$ cat src/rtl/armleocpu_multiplier_ext_if.sv
// Request/response bundle of the iterative multiplier: an operand handshake,
// a result handshake and the flush (kill) strobe.
interface armleocpu_multiplier_ext_if #(
    parameter int WIDTH = 32
);
    logic                 in_valid;
    logic                 in_ready;
    logic [1:0]           in_op;
    logic [WIDTH-1:0]     in_factor0;
    logic [WIDTH-1:0]     in_factor1;
    logic                 kill;
    logic                 out_valid;
    logic                 out_ready;
    logic [WIDTH-1:0]     out_result;
    logic [2*WIDTH-1:0]   out_product;

    modport master (
        output in_valid, in_op, in_factor0, in_factor1, kill, out_ready,
        input  in_ready, out_valid, out_result, out_product
    );

    modport slave (
        input  in_valid, in_op, in_factor0, in_factor1, kill, out_ready,
        output in_ready, out_valid, out_result, out_product
    );
endinterface

$ cat src/rtl/armleocpu_multiplier_ext.sv
// Iterative shift-add RV32M multiplier (MUL/MULH/MULHSU/MULHU) working on
// magnitudes, with early exit once the remaining multiplier bits are zero.
module armleocpu_multiplier_ext #(
    parameter int WIDTH          = 32,
    parameter int BITS_PER_CYCLE = 1
) (
    input  logic                        clk,
    input  logic                        rst_n,
    armleocpu_multiplier_ext_if.slave   mul
);
    localparam int STEPS = WIDTH / BITS_PER_CYCLE;
    localparam int CNT_W = $clog2(STEPS) + 1;
    localparam int W2    = 2 * WIDTH;

    localparam logic [1:0] OP_MUL    = 2'b00;
    localparam logic [1:0] OP_MULH   = 2'b01;
    localparam logic [1:0] OP_MULHSU = 2'b10;

    typedef enum logic [1:0] {IDLE, CALC, SIGN, DONE} state_t;

    state_t             state_q, state_d;
    logic [W2-1:0]      acc_q, acc_d;
    logic [W2-1:0]      a_q, a_d;
    logic [WIDTH-1:0]   b_q, b_d;
    logic [CNT_W-1:0]   cnt_q, cnt_d;
    logic               neg_q, neg_d;
    logic [1:0]         op_q, op_d;

    logic               sign0, sign1;
    logic [WIDTH-1:0]   mag0, mag1;
    logic [W2-1:0]      partial;
    logic [WIDTH-1:0]   b_shift;

    function automatic logic [WIDTH-1:0] magnitude(input logic [WIDTH-1:0] v, input logic neg);
        logic signed [WIDTH-1:0] sv;
        sv = v;
        // -2^(W-1) maps onto itself, which is the correct unsigned magnitude
        return neg ? WIDTH'(-sv) : v;
    endfunction

    function automatic logic [W2-1:0] negate(input logic [W2-1:0] v);
        logic signed [W2-1:0] sv;
        sv = v;
        return W2'(-sv);
    endfunction

    assign sign0   = ((mul.in_op == OP_MULH) || (mul.in_op == OP_MULHSU)) && mul.in_factor0[WIDTH-1];
    assign sign1   = (mul.in_op == OP_MULH) && mul.in_factor1[WIDTH-1];
    assign mag0    = magnitude(mul.in_factor0, sign0);
    assign mag1    = magnitude(mul.in_factor1, sign1);
    assign partial = a_q * W2'(b_q[BITS_PER_CYCLE-1:0]);
    assign b_shift = b_q >> BITS_PER_CYCLE;

    always_comb begin
        state_d = state_q;
        acc_d   = acc_q;
        a_d     = a_q;
        b_d     = b_q;
        cnt_d   = cnt_q;
        neg_d   = neg_q;
        op_d    = op_q;
        case (state_q)
            IDLE: begin
                if (mul.in_valid) begin
                    op_d  = mul.in_op;
                    neg_d = sign0 ^ sign1;
                    // Smaller magnitude drives the loop so early exit triggers sooner
                    if (mag1 > mag0) begin
                        a_d = {{WIDTH{1'b0}}, mag1};
                        b_d = mag0;
                    end else begin
                        a_d = {{WIDTH{1'b0}}, mag0};
                        b_d = mag1;
                    end
                    acc_d   = '0;
                    cnt_d   = '0;
                    state_d = CALC;
                end
            end
            CALC: begin
                acc_d = acc_q + partial;
                a_d   = a_q << BITS_PER_CYCLE;
                b_d   = b_shift;
                cnt_d = cnt_q + 1'b1;
                if ((b_shift == '0) || (cnt_q == CNT_W'(STEPS - 1)))
                    state_d = SIGN;
            end
            SIGN: begin
                if (neg_q)
                    acc_d = negate(acc_q);
                state_d = DONE;
            end
            DONE: begin
                if (mul.out_ready)
                    state_d = IDLE;
            end
            default: state_d = IDLE;
        endcase
        // A flush wins over everything, including a same-cycle result accept
        if (mul.kill && (state_q != IDLE))
            state_d = IDLE;
    end

    always_ff @(posedge clk or negedge rst_n) begin
        if (!rst_n) begin
            state_q <= IDLE;
            acc_q   <= '0;
            cnt_q   <= '0;
            neg_q   <= 1'b0;
            op_q    <= OP_MUL;
        end else begin
            state_q <= state_d;
            acc_q   <= acc_d;
            cnt_q   <= cnt_d;
            neg_q   <= neg_d;
            op_q    <= op_d;
        end
    end

    always_ff @(posedge clk) begin
        a_q <= a_d;
        b_q <= b_d;
    end

    assign mul.in_ready    = (state_q == IDLE);
    assign mul.out_valid   = (state_q == DONE);
    assign mul.out_product = acc_q;
    assign mul.out_result  = (op_q == OP_MUL) ? acc_q[WIDTH-1:0] : acc_q[W2-1:WIDTH];

endmodule

$ cat src/flat_wrapper.sv
// flat-port wrapper written by rule: the top's interface ports become plain ports
module armleocpu_multiplier_ext_flat 
#(
    parameter int WIDTH          = 32,
    parameter int BITS_PER_CYCLE = 1
)
  (clk, rst_n, mul_in_valid, mul_in_op, mul_in_factor0, mul_in_factor1, mul_kill, mul_out_ready, mul_in_ready, mul_out_valid, mul_out_result, mul_out_product);
  armleocpu_multiplier_ext_if #(.WIDTH(WIDTH)) mul_i ();
  input  logic clk;
  input  logic rst_n;
  input wire logic [$bits(mul_i.in_valid)-1:0] mul_in_valid;
  input wire logic [$bits(mul_i.in_op)-1:0] mul_in_op;
  input wire logic [$bits(mul_i.in_factor0)-1:0] mul_in_factor0;
  input wire logic [$bits(mul_i.in_factor1)-1:0] mul_in_factor1;
  input wire logic [$bits(mul_i.kill)-1:0] mul_kill;
  input wire logic [$bits(mul_i.out_ready)-1:0] mul_out_ready;
  output wire logic [$bits(mul_i.in_ready)-1:0] mul_in_ready;
  output wire logic [$bits(mul_i.out_valid)-1:0] mul_out_valid;
  output wire logic [$bits(mul_i.out_result)-1:0] mul_out_result;
  output wire logic [$bits(mul_i.out_product)-1:0] mul_out_product;
  assign mul_i.in_valid = mul_in_valid;
  assign mul_i.in_op = mul_in_op;
  assign mul_i.in_factor0 = mul_in_factor0;
  assign mul_i.in_factor1 = mul_in_factor1;
  assign mul_i.kill = mul_kill;
  assign mul_i.out_ready = mul_out_ready;
  assign mul_in_ready = mul_i.in_ready;
  assign mul_out_valid = mul_i.out_valid;
  assign mul_out_result = mul_i.out_result;
  assign mul_out_product = mul_i.out_product;
  armleocpu_multiplier_ext #(.WIDTH(WIDTH), .BITS_PER_CYCLE(BITS_PER_CYCLE)) u_core (.clk(clk), .rst_n(rst_n), .mul(mul_i));
endmodule
$ cat config.mk
export PLATFORM = sky130hd
export DESIGN_NAME = armleocpu_multiplier_ext_flat
export DESIGN_NICKNAME = d
export VERILOG_FILES = /design/src/rtl/armleocpu_multiplier_ext_if.sv /design/src/rtl/armleocpu_multiplier_ext.sv /design/src/flat_wrapper.sv
export SDC_FILE = /design/constraint.sdc
export NUM_CORES = 1
export LEC_CHECK = 0
export CAP_MARGIN = 40
export CELL_PAD_IN_SITES_DETAIL_PLACEMENT = 2
export CELL_PAD_IN_SITES_GLOBAL_PLACEMENT = 2
export CORE_MARGIN = 4
export CORE_UTILIZATION = 35
export CTS_CLUSTER_DIAMETER = 30
export DETAILED_ROUTE_END_ITERATION = 6
export MAX_ROUTING_LAYER = met4
export PLACE_DENSITY = 0.92
export SLEW_MARGIN = 40
export SYNTH_ARGS = -nofsm -noshare
export SYNTH_HDL_FRONTEND = slang
export SYNTH_SLANG_ARGS = --single-unit
$ cat constraint.sdc
create_clock -name clk -period 5.48 [get_ports clk]
set_input_delay 1.096 -clock clk [delete_from_list [all_inputs] [get_ports clk]]
set_output_delay 1.096 -clock clk [all_outputs]
set_load 0.05 [all_outputs]
Word level (Yosys, flattened, before mapping). Cells that the tools add are included.

Bitwise gates (word level): 1. Reductions and logical operators: 15. Eq/ne operators: 11. Muxes and demuxes: 19. Add/subtract/negate cells: 5. $lt $le $gt $ge: 1. $mul: 1.

Operators with widths (number): 32-bit 2-to-1 mux (6); 64-bit 2-to-1 mux (3); 64-bit case mux with 3 select lines (1); 64-bit case mux with 2 select lines (1); 64-bit adder (1); 64-bit by 1-bit multiplier with 64-bit output (1); 32-bit negator (2); 64-bit negator (1); 32-bit case mux with 2 select lines (1); 32-bit > comparator (1); 32-bit logical NOT (1); 6-bit case mux with 2 select lines (1); 2-bit 2-to-1 mux (4); 2-bit case mux with 4 select lines (1); 6-bit by 1-bit adder with 6-bit output, second input constant (1); 2-bit equality test, second input constant (3); 6-bit by 5-bit equality test with 1-bit output, second input constant (1); 6-bit 2-to-1 mux (1); 3-bit by 2-bit != test with 1-bit output, second input constant (2); 3-bit AND reduction (2); 2-bit by 1-bit equality test with 1-bit output, second input constant (2); 2-bit logical NOT (2); 2-bit AND reduction (2); 2-bit nonzero test (2); other kinds (7) (10).

Register bits after elaboration: 171. Bits of input ports: 71. Output and inout bits: 98. Word-level logic and storage cells: 60.

Longest topological paths before layout. Gate-level depths: netlist of run 1.

Depth after elaboration: 8. Depth in mapped cells: 20. Depth with buffers taken out: 18.

Worst setup path before layout of run 1. OpenSTA, ideal clock, no wires.

Kind: input to register. From: input port mul_in_factor0[5]. To: register u_core.a_q[11] (data pin). Required time: 5213 ps. Path buffers: 2. Setup time: 267 ps. Setup slack: 86 ps. Arrival: 5127 ps. Stages: 17. Path through: or4_1 nor4b_2 nand2_1 nor2_1 nand3b_1 o41ai_1 xnor2_1 inv_1 ha_1 nand4_1 nor4_1 o41ai_1 a31oi_1 clkbuf_1 buf_1 mux2i_1 o21ai_0.

Cells in the longest elaborated chain, start to end: 6.

RTL lines: start, declared (RTL line flat_wrapper.sv:13) `input wire logic [$bits(mul_i.in_factor0)-1:0] mul_in_factor0;`; 32-bit negator (RTL line armleocpu_multiplier_ext.sv:38) `return neg ? WIDTH'(-sv) : v;`; 32-bit 2-to-1 mux (*) (RTL line armleocpu_multiplier_ext.sv:38); 32-bit > comparator (RTL line armleocpu_multiplier_ext.sv:68) `if (mag1 > mag0) begin`; 32-bit 2-to-1 mux (*) (RTL line armleocpu_multiplier_ext.sv:68); 64-bit 2-to-1 mux (*) (RTL line armleocpu_multiplier_ext.sv:64) `if (mul.in_valid) begin`; 64-bit case mux with 2 select lines (*) (RTL line armleocpu_multiplier_ext.sv:62) `case (state_q)`; net u_core.a_d[11] (RTL line armleocpu_multiplier_ext.sv:23) `logic [W2-1:0] a_q, a_d;`; end signal, assigned (RTL line armleocpu_multiplier_ext.sv:121) `a_q <= a_d;`; end, declared (RTL line armleocpu_multiplier_ext.sv:23).

The timed path passes the listed nets; every way through them passes the cells marked *. The select of a mux whose other input is x is not followed. A chain may end at the register's enable or synchronous reset.

Worst setup path after layout of run 1.
From: input port mul_in_factor1[1]. To: register u_core.b_q[23] (data pin).

Cells in the longest elaborated chain, start to end: 6.

RTL lines: start, declared (RTL line flat_wrapper.sv:14) `input wire logic [$bits(mul_i.in_factor1)-1:0] mul_in_factor1;`; 32-bit negator (RTL line armleocpu_multiplier_ext.sv:38); 32-bit 2-to-1 mux (*) (RTL line armleocpu_multiplier_ext.sv:38); 32-bit > comparator (RTL line armleocpu_multiplier_ext.sv:68); 32-bit 2-to-1 mux (*) (RTL line armleocpu_multiplier_ext.sv:68); 32-bit 2-to-1 mux (*) (RTL line armleocpu_multiplier_ext.sv:64); 32-bit case mux with 2 select lines (*) (RTL line armleocpu_multiplier_ext.sv:62); net u_core.b_d[23] (RTL line armleocpu_multiplier_ext.sv:24) `logic [WIDTH-1:0] b_q, b_d;`; end signal, assigned (RTL line armleocpu_multiplier_ext.sv:122) `b_q <= b_d;`; end, declared (RTL line armleocpu_multiplier_ext.sv:24).

Marked as above.

==> results of run 1 <==
## worst max-delay path: stages
cell             delay [ns]
clkdlybuf4s50_1        0.45
buf_4                  0.17
inv_1                  0.11
ha_1                   0.23
nor2b_1                0.27
and4_4                 0.28
buf_4                  0.14
a31oi_1                0.12
xor2_1                 0.83
ha_1                   0.37
a21o_1                 0.15
a21o_1                 0.13
a21oi_2                0.09
o21ai_0                0.34
a21oi_2                0.14
a31oi_4                0.28
buf_4                  0.20
buf_16                 0.17
mux2i_1                0.09
o21ai_0                0.78
## synthesized netlist by cell type, types with 5 or more instances
library cell,instances,area share
mux2i_1,58,0.037
edfxtp_1,96,0.18
nand4_1,35,0.014
o211ai_1,11,0.0052
a21o_1,40,0.019
o21bai_1,11,0.0052
and2_1,100,0.039
xnor2_1,60,0.033
nor2_1,133,0.031
or2_2,7,0.0028
o22ai_1,18,0.0071
nand3_1,31,0.0098
nand2_1,187,0.044
a21oi_1,154,0.049
xor2_1,57,0.031
a211oi_1,15,0.0071
a31oi_1,20,0.0079
inv_1,66,0.016
ha_1,104,0.082
nand2b_1,18,0.0071
a22oi_1,9,0.0043
dfrtp_1,75,0.12
and3_1,13,0.0051
o41ai_1,7,0.0039
o221ai_1,9,0.0050
mux2_2,39,0.028
buf_1,7,0.0017
o31ai_1,21,0.0099
o21ai_0,174,0.055
a22o_1,18,0.0099
and4_1,7,0.0039
clkbuf_1,95,0.022
or3_1,17,0.0067
a211o_1,5,0.0028
nor4_1,23,0.0091
a21boi_0,5,0.0024
or4_1,16,0.0076
o21a_1,14,0.0066
nor3_1,72,0.023
nor2b_1,14,0.0055
## timing repair
| item | in CTS | in global routing |
|---|---|---|
| pin swaps | 9 | 29 |
| buffers inserted | 11 | 14 |
| gates resized for setup | 54 | 98 |
| hold endpoints to repair | 0 | 0 |
| setup endpoints to repair | 64 | 64 |
| cloned | 3 | 0 |
## power by group
part           switching, W  internal, W  leakage [nW]
logic               0.00651      0.00310          6.31
clock network      0.000662     0.000667         0.297
registers           0.00111      0.00223          1.97
total               0.00828      0.00599          8.58
## kinds of logic after synthesis
kind of cell    after synthesis  share of synthesized area
simple gates                694                      0.224
compound gates              572                      0.223
buf+inv                     171                     0.0410
flops                       171                      0.300
xor+xnor                    117                     0.0646
fa+ha+maj                   105                     0.0833
mux                          97                     0.0643
## cell type report
type / instances / area, um2
inverters: 67 / 253
diodes: 4 / 10.0
repair buffers: 339 / 3190
clock inverters: 11 / 95.1
flip-flops and latches: 171 / 4760
multi-input cells: 1585 / 11000
well taps: 592 / 741
clock buffers: 21 / 497
fillers: 4822 / 23900
## cells in the final DEF (no fill, tap or decap), types with 75 or more instances in the layout
master | netlist | routed
dfrtp_1 | 75 | 75
o21ai_0 | 174 | 142
buf_4 | 0 | 156
nor2_1 | 133 | 130
clkdlybuf4s50_1 | 0 | 148
and2_1 | 100 | 99
nand2_1 | 187 | 183
ha_1 | 104 | 98
a21oi_1 | 154 | 150
edfxtp_1 | 96 | 96
## worst min path at each step
stage	from	cells after the start	endpoint	slack, ns
2_1_floorplan	u_core.neg_q	2	u_core.neg_q	0.44
3_3_place_gp	u_core.cnt_q[1]	1	u_core.cnt_q[1]	0.51
3_5_place_dp	u_core.cnt_q[0]	1	u_core.cnt_q[0]	0.53
4_1_cts	rst_n	1	u_core.state_q[0]	0.48
5_1_grt	rst_n	1	u_core.state_q[0]	0.48
6_report	rst_n	1	u_core.mul.out_product[1]	0.48
## metal layers
| layer | share of wire | wire, um | vias to the layer above | global-route usage |
|---|---|---|---|---|
| li1 | - | - | 7629 | - |
| met3 | 0.062 | 5760 | 477 | 0.0541 |
| met5 | 0 | 0 | - | - |
| met4 | 0.089 | 8300 | 0 | 0.232 |
| met1 | 0.36 | 33800 | 9277 | 0.374 |
| met2 | 0.49 | 45100 | 1049 | 0.594 |
## state kept, by name, summed over array words and instances, names as in the netlist
name	count
u_core.b_q	32
u_core.mul.out_product	64
u_core.a_q	64
u_core.op_q	2
u_core.state_q	2
u_core.cnt_q	6
u_core.neg_q	1
## stage by stage
stage,setup slack (ns),util,instances,TNS (ns)
after global routing,-0.705,0.462,2790,-16.81
after detailed placement,-0.984,0.429,2726,-49.40
final,-0.814,0.462,2790,-21.27
after CTS,0.00932,0.451,2772,0
after floorplan,0.0861,-,1927,0
after global placement,-0.161,0.428,2725,-6.22
==> results.sh, run 1 <==
export IMPL_cts_made_buffers=17
export IMPL_drt_vias_per_instance=6.61
export IMPL_crit_end="u_core.b_q[23]"
export IMPL_hold_buffers=0
export IMPL_antenna_found_initial=4
export IMPL_portBuffers=168
export IMPL_die_width_um=221
export IMPL_worstSetupEndpointType="flop"
export IMPL_fin_total_pwr_w=0.0143
export IMPL_grt_first_pass_wirelength_um=129000
export IMPL_run_status="finished with violations"
export IMPL_rr_endpoint="u_core.mul.out_product[62]"
export IMPL_synth_seq_area_share=0.300
export IMPL_worst_clock_skew_ns=0.0245
export IMPL_drive_above_1_share=0.161
export IMPL_crit_start="mul_in_factor1[1]"
export IMPL_relSlewSlack=0.312
export IMPL_p_leak_nw=8.58
export IMPL_vdd_ir_drop_max_uv=365
export IMPL_grt_max_degree=85
export IMPL_grt_pass1_vias=19926
export IMPL_timing_fmax_mhz=159
export IMPL_final_area_um2=20600
export IMPL_vias=18432
export IMPL_setup_ws_ns=-0.814
export IMPL_critical_path_class="in -> reg"
export IMPL_gp_congestion=0.930
export IMPL_grt_usage=0.348
export IMPL_synth_edf_count=96
export IMPL_hp_class="in -> async"
export IMPL_rows=77
export IMPL_hpwlAfterDp_um=60300
export IMPL_cts_sinks=171
export IMPL_cp_required_ns=5.64
export IMPL_routed_wl_um=92900
export IMPL_initial_core_util=0.357
export IMPL_syn_area_um2=15900
export IMPL_maxSlewViolCount=0
export IMPL_drtIter0Drc=1647
export IMPL_ys_warn_count=0
export IMPL_syn_nets=2103
export IMPL_hold_slack_ns=0.476
export IMPL_placement_cell_area_um2=19100
export IMPL_synthFlopType="edfxtp_1"
export IMPL_ys_types=84
export IMPL_timing_rr_start="u_core.b_q[0]"
export IMPL_coreArea_um2=44500
export IMPL_period_minus_slack_ns=6.29
export IMPL_htreeDepth=4
export IMPL_setup_viol=64
export IMPL_syn_instance_count=1927
export IMPL_io_pins=169
export IMPL_worst_pin_slew_ns=1.03
export IMPL_fp_dieH_um=221
export IMPL_wl_per_cell_um=33.3
export IMPL_first_pass_iters=6
export IMPL_yosys_register_bits=171
export IMPL_synth_async_reset_ratio=0.439
export IMPL_grt_ovfl_total=0
export IMPL_postRouteAntennaNets=0
export IMPL_clock_latency_ns=0.49
export IMPL_finalHoldViolCount=0
export IMPL_cts_tree="built"
export IMPL_cp_max_fo=14
export IMPL_avgSynthCellArea_um2=8.24
export IMPL_cts_path_max_buffers=2
export IMPL_root_buffer="clkbuf_16"
export IMPL_cap_viol_max_count=0
export IMPL_drcViolationCount=0
export IMPL_worst_setup_path_start_kind="primary input"
export IMPL_violations="setup timing"
export IMPL_fin_crit_sh=1.15
export IMPL_arrival_ns=6.45
export IMPL_ff2ff_setup_slack_ns=0.63
export IMPL_reg2reg_depth=13
export IMPL_nNetsFinal=2357
export IMPL_power_density_nw_per_um2=694
export IMPL_clkTransAtPathRegs_ns=0.09
export IMPL_die_area_um2=48800
export IMPL_area_growth_pct=29.6
Note: power is estimated with default switching activity, not from simulation.
==> run 2, diff against run 1 <==
- CORE_MARGIN: 4 -> 8
==> results.sh, run 2 (synthesized netlist as in run 1, its figures left out) <==
export IMPL_run_status="finished with violations"
export IMPL_violations="setup timing"
export IMPL_fin_crit_sh=1.12
export IMPL_grt_ovfl_total=0
export IMPL_cap_viol_max_count=0
export IMPL_initial_core_util=0.352
export IMPL_cts_sinks=171
export IMPL_routed_wl_um=96200
export IMPL_cp_required_ns=5.67
export IMPL_fin_total_pwr_w=0.0146
export IMPL_reg2reg_depth=14
export IMPL_power_density_nw_per_um2=693
export IMPL_setup_tns_ns=-18.00
export IMPL_portBuffers=168
export IMPL_layout_common_cells="nand2_1 (179), buf_4 (155), a21oi_1 (147), clkdlybuf4s50_1 (145), o21ai_0 (131)"
export IMPL_cts_path_max_buffers=2
export IMPL_drt_vias_per_instance=6.64
export IMPL_worst_setup_path_start_kind="primary input"
export IMPL_gp_congestion=0.942
export IMPL_clock_latency_ns=0.50
export IMPL_maxSlewViolCount=0
export IMPL_wl_per_cell_um=34.3
export IMPL_area_growth_pct=32.8
export IMPL_finalHoldViolCount=0
export IMPL_hpwlAfterDp_um=59200
export IMPL_rows=78
export IMPL_seq_area_um2=4760
export IMPL_htreeDepth=4
export IMPL_final_area_um2=21100
export IMPL_clkTransAtPathRegs_ns=0.10
export IMPL_grt_usage=0.326
export IMPL_multi_input_area_um2=11400
export IMPL_ff2ff_setup_slack_ns=0.40
export IMPL_drive_above_1_share=0.186
export IMPL_antenna_found_initial=2
export IMPL_worstSetupEndpointType="flop"
export IMPL_coreArea_um2=45100
export IMPL_n_fill_cell=4780
export IMPL_layout_commonest_cell="nand2_1"
export IMPL_die_area_um2=52400
export IMPL_placement_cell_area_um2=19000
export IMPL_fp_dieH_um=229
export IMPL_postRouteAntennaNets=0
export IMPL_worst_pin_slew_ns=1.09
export IMPL_timing_rr_start="u_core.b_q[0]"
export IMPL_drtIter0Drc=1629
export IMPL_timing_fmax_mhz=163
export IMPL_first_pass_iters=5
export IMPL_nNetsFinal=2364
export IMPL_relSlewSlack=0.268
export IMPL_grt_first_pass_wirelength_um=129000
export IMPL_rr_endpoint="u_core.mul.out_product[49]"
export IMPL_arrival_ns=6.32
export IMPL_hold_buffers=0
export IMPL_hp_class="in -> async"
export IMPL_period_minus_slack_ns=6.13
export IMPL_drcViolationCount=0
export IMPL_cts_made_buffers=17
export IMPL_die_width_um=229
export IMPL_io_pins=169
export IMPL_crit_start="mul_in_factor1[2]"
export IMPL_grt_max_degree=84
export IMPL_worst_clock_skew_ns=0.0404
export IMPL_root_buffer="clkbuf_16"
export IMPL_grt_pass1_vias=19992
export IMPL_cts_tree="built"
export IMPL_cp_max_fo=8
export IMPL_setup_viol=64
export IMPL_setup_ws_ns=-0.650
export IMPL_p_leak_nw=8.72
export IMPL_vdd_ir_drop_max_uv=409
export IMPL_postLayoutCoreUtil=0.467
export IMPL_critical_path_class="in -> reg"
export IMPL_vias=18601
-- run 2: changes by cell type in the layout (fill, tap and decap cells not counted), moves of 4 or more --
cell     before  now
buf_6         6   11
mux2i_1      47   31
mux2i_2      10   16
mux2i_4       1   11
nand2_1     183  179
o21ai_0     142  131
o21ai_1      22   27
o21ai_2      11   16
xnor2_1      53   45
xnor2_2       7   15
xor2_1       55   50
xor2_2        1    7
-- run 2: timing repair --
action / CTS / global route
buffers inserted: 17 / 22
cloned: 3 / 0
pin swaps: 24 / 42
resized for setup: 108 / 145
setup endpoints to repair: 64 / 64
-- run 2: area by class of cell --
type | count | share of cell area
antenna | 2 | 0.000238
clock inverter | 10 | 0.00517
sequential | 171 | 0.226
tap | 600 | 0.0356
timing repair buffer | 346 | 0.155
inverter | 67 | 0.0120
clock buffer | 22 | 0.0236
multi-input combinational | 1585 | 0.543
-- run 2: metal layers --
metal | share of wire | global-route usage
met1 | 0.36 | 0.348
met5 | 0 | -
met3 | 0.067 | 0.0534
met4 | 0.092 | 0.240
met2 | 0.48 | 0.545
-- run 2: worst max path at each step --
stage	slack (ns)	cells after the start	to
finish	-0.65	18	u_core.b_q[22]
global route	-0.57	18	u_core.b_q[22]
CTS	0.01	24	u_core.b_q[4]
detailed placement	-0.85	19	u_core.b_q[25]
global placement	-0.18	19	u_core.a_q[20]
floorplan	0.09	17	u_core.a_q[11]
-- run 2: report_power, final --
group          total (W)  switching [W]  internal, W
Clock            0.00140       0.000656     0.000740
Combinational    0.00987        0.00667      0.00320
Sequential       0.00334        0.00111      0.00223
Total             0.0146        0.00844      0.00616
-- run 2: per-stage QoR --
step	hold WS, ns	setup WS (ns)	instances
floorplan	0.441	0.0861	1927
global placement	0.504	-0.178	2725
detailed placement	0.526	-0.851	2727
CTS	0.519	0.0118	2779
global route	0.525	-0.566	2803
finish	0.513	-0.650	2803
-- run 2: critical path, cell delays in order --
cell	delay [ns]
clkdlybuf4s50_1	0.46
or3_4	0.42
nor4_4	0.29
buf_4	0.20
nor2_1	0.09
xnor2_1	0.46
ha_1	0.37
a21o_1	0.22
a21o_1	0.21
a21oi_1	0.33
nor2_1	0.17
o41ai_4	0.60
a31oi_4	0.20
buf_12	0.17
buf_6	0.13
buf_16	0.16
mux2i_2	0.16
o21ai_1	0.57
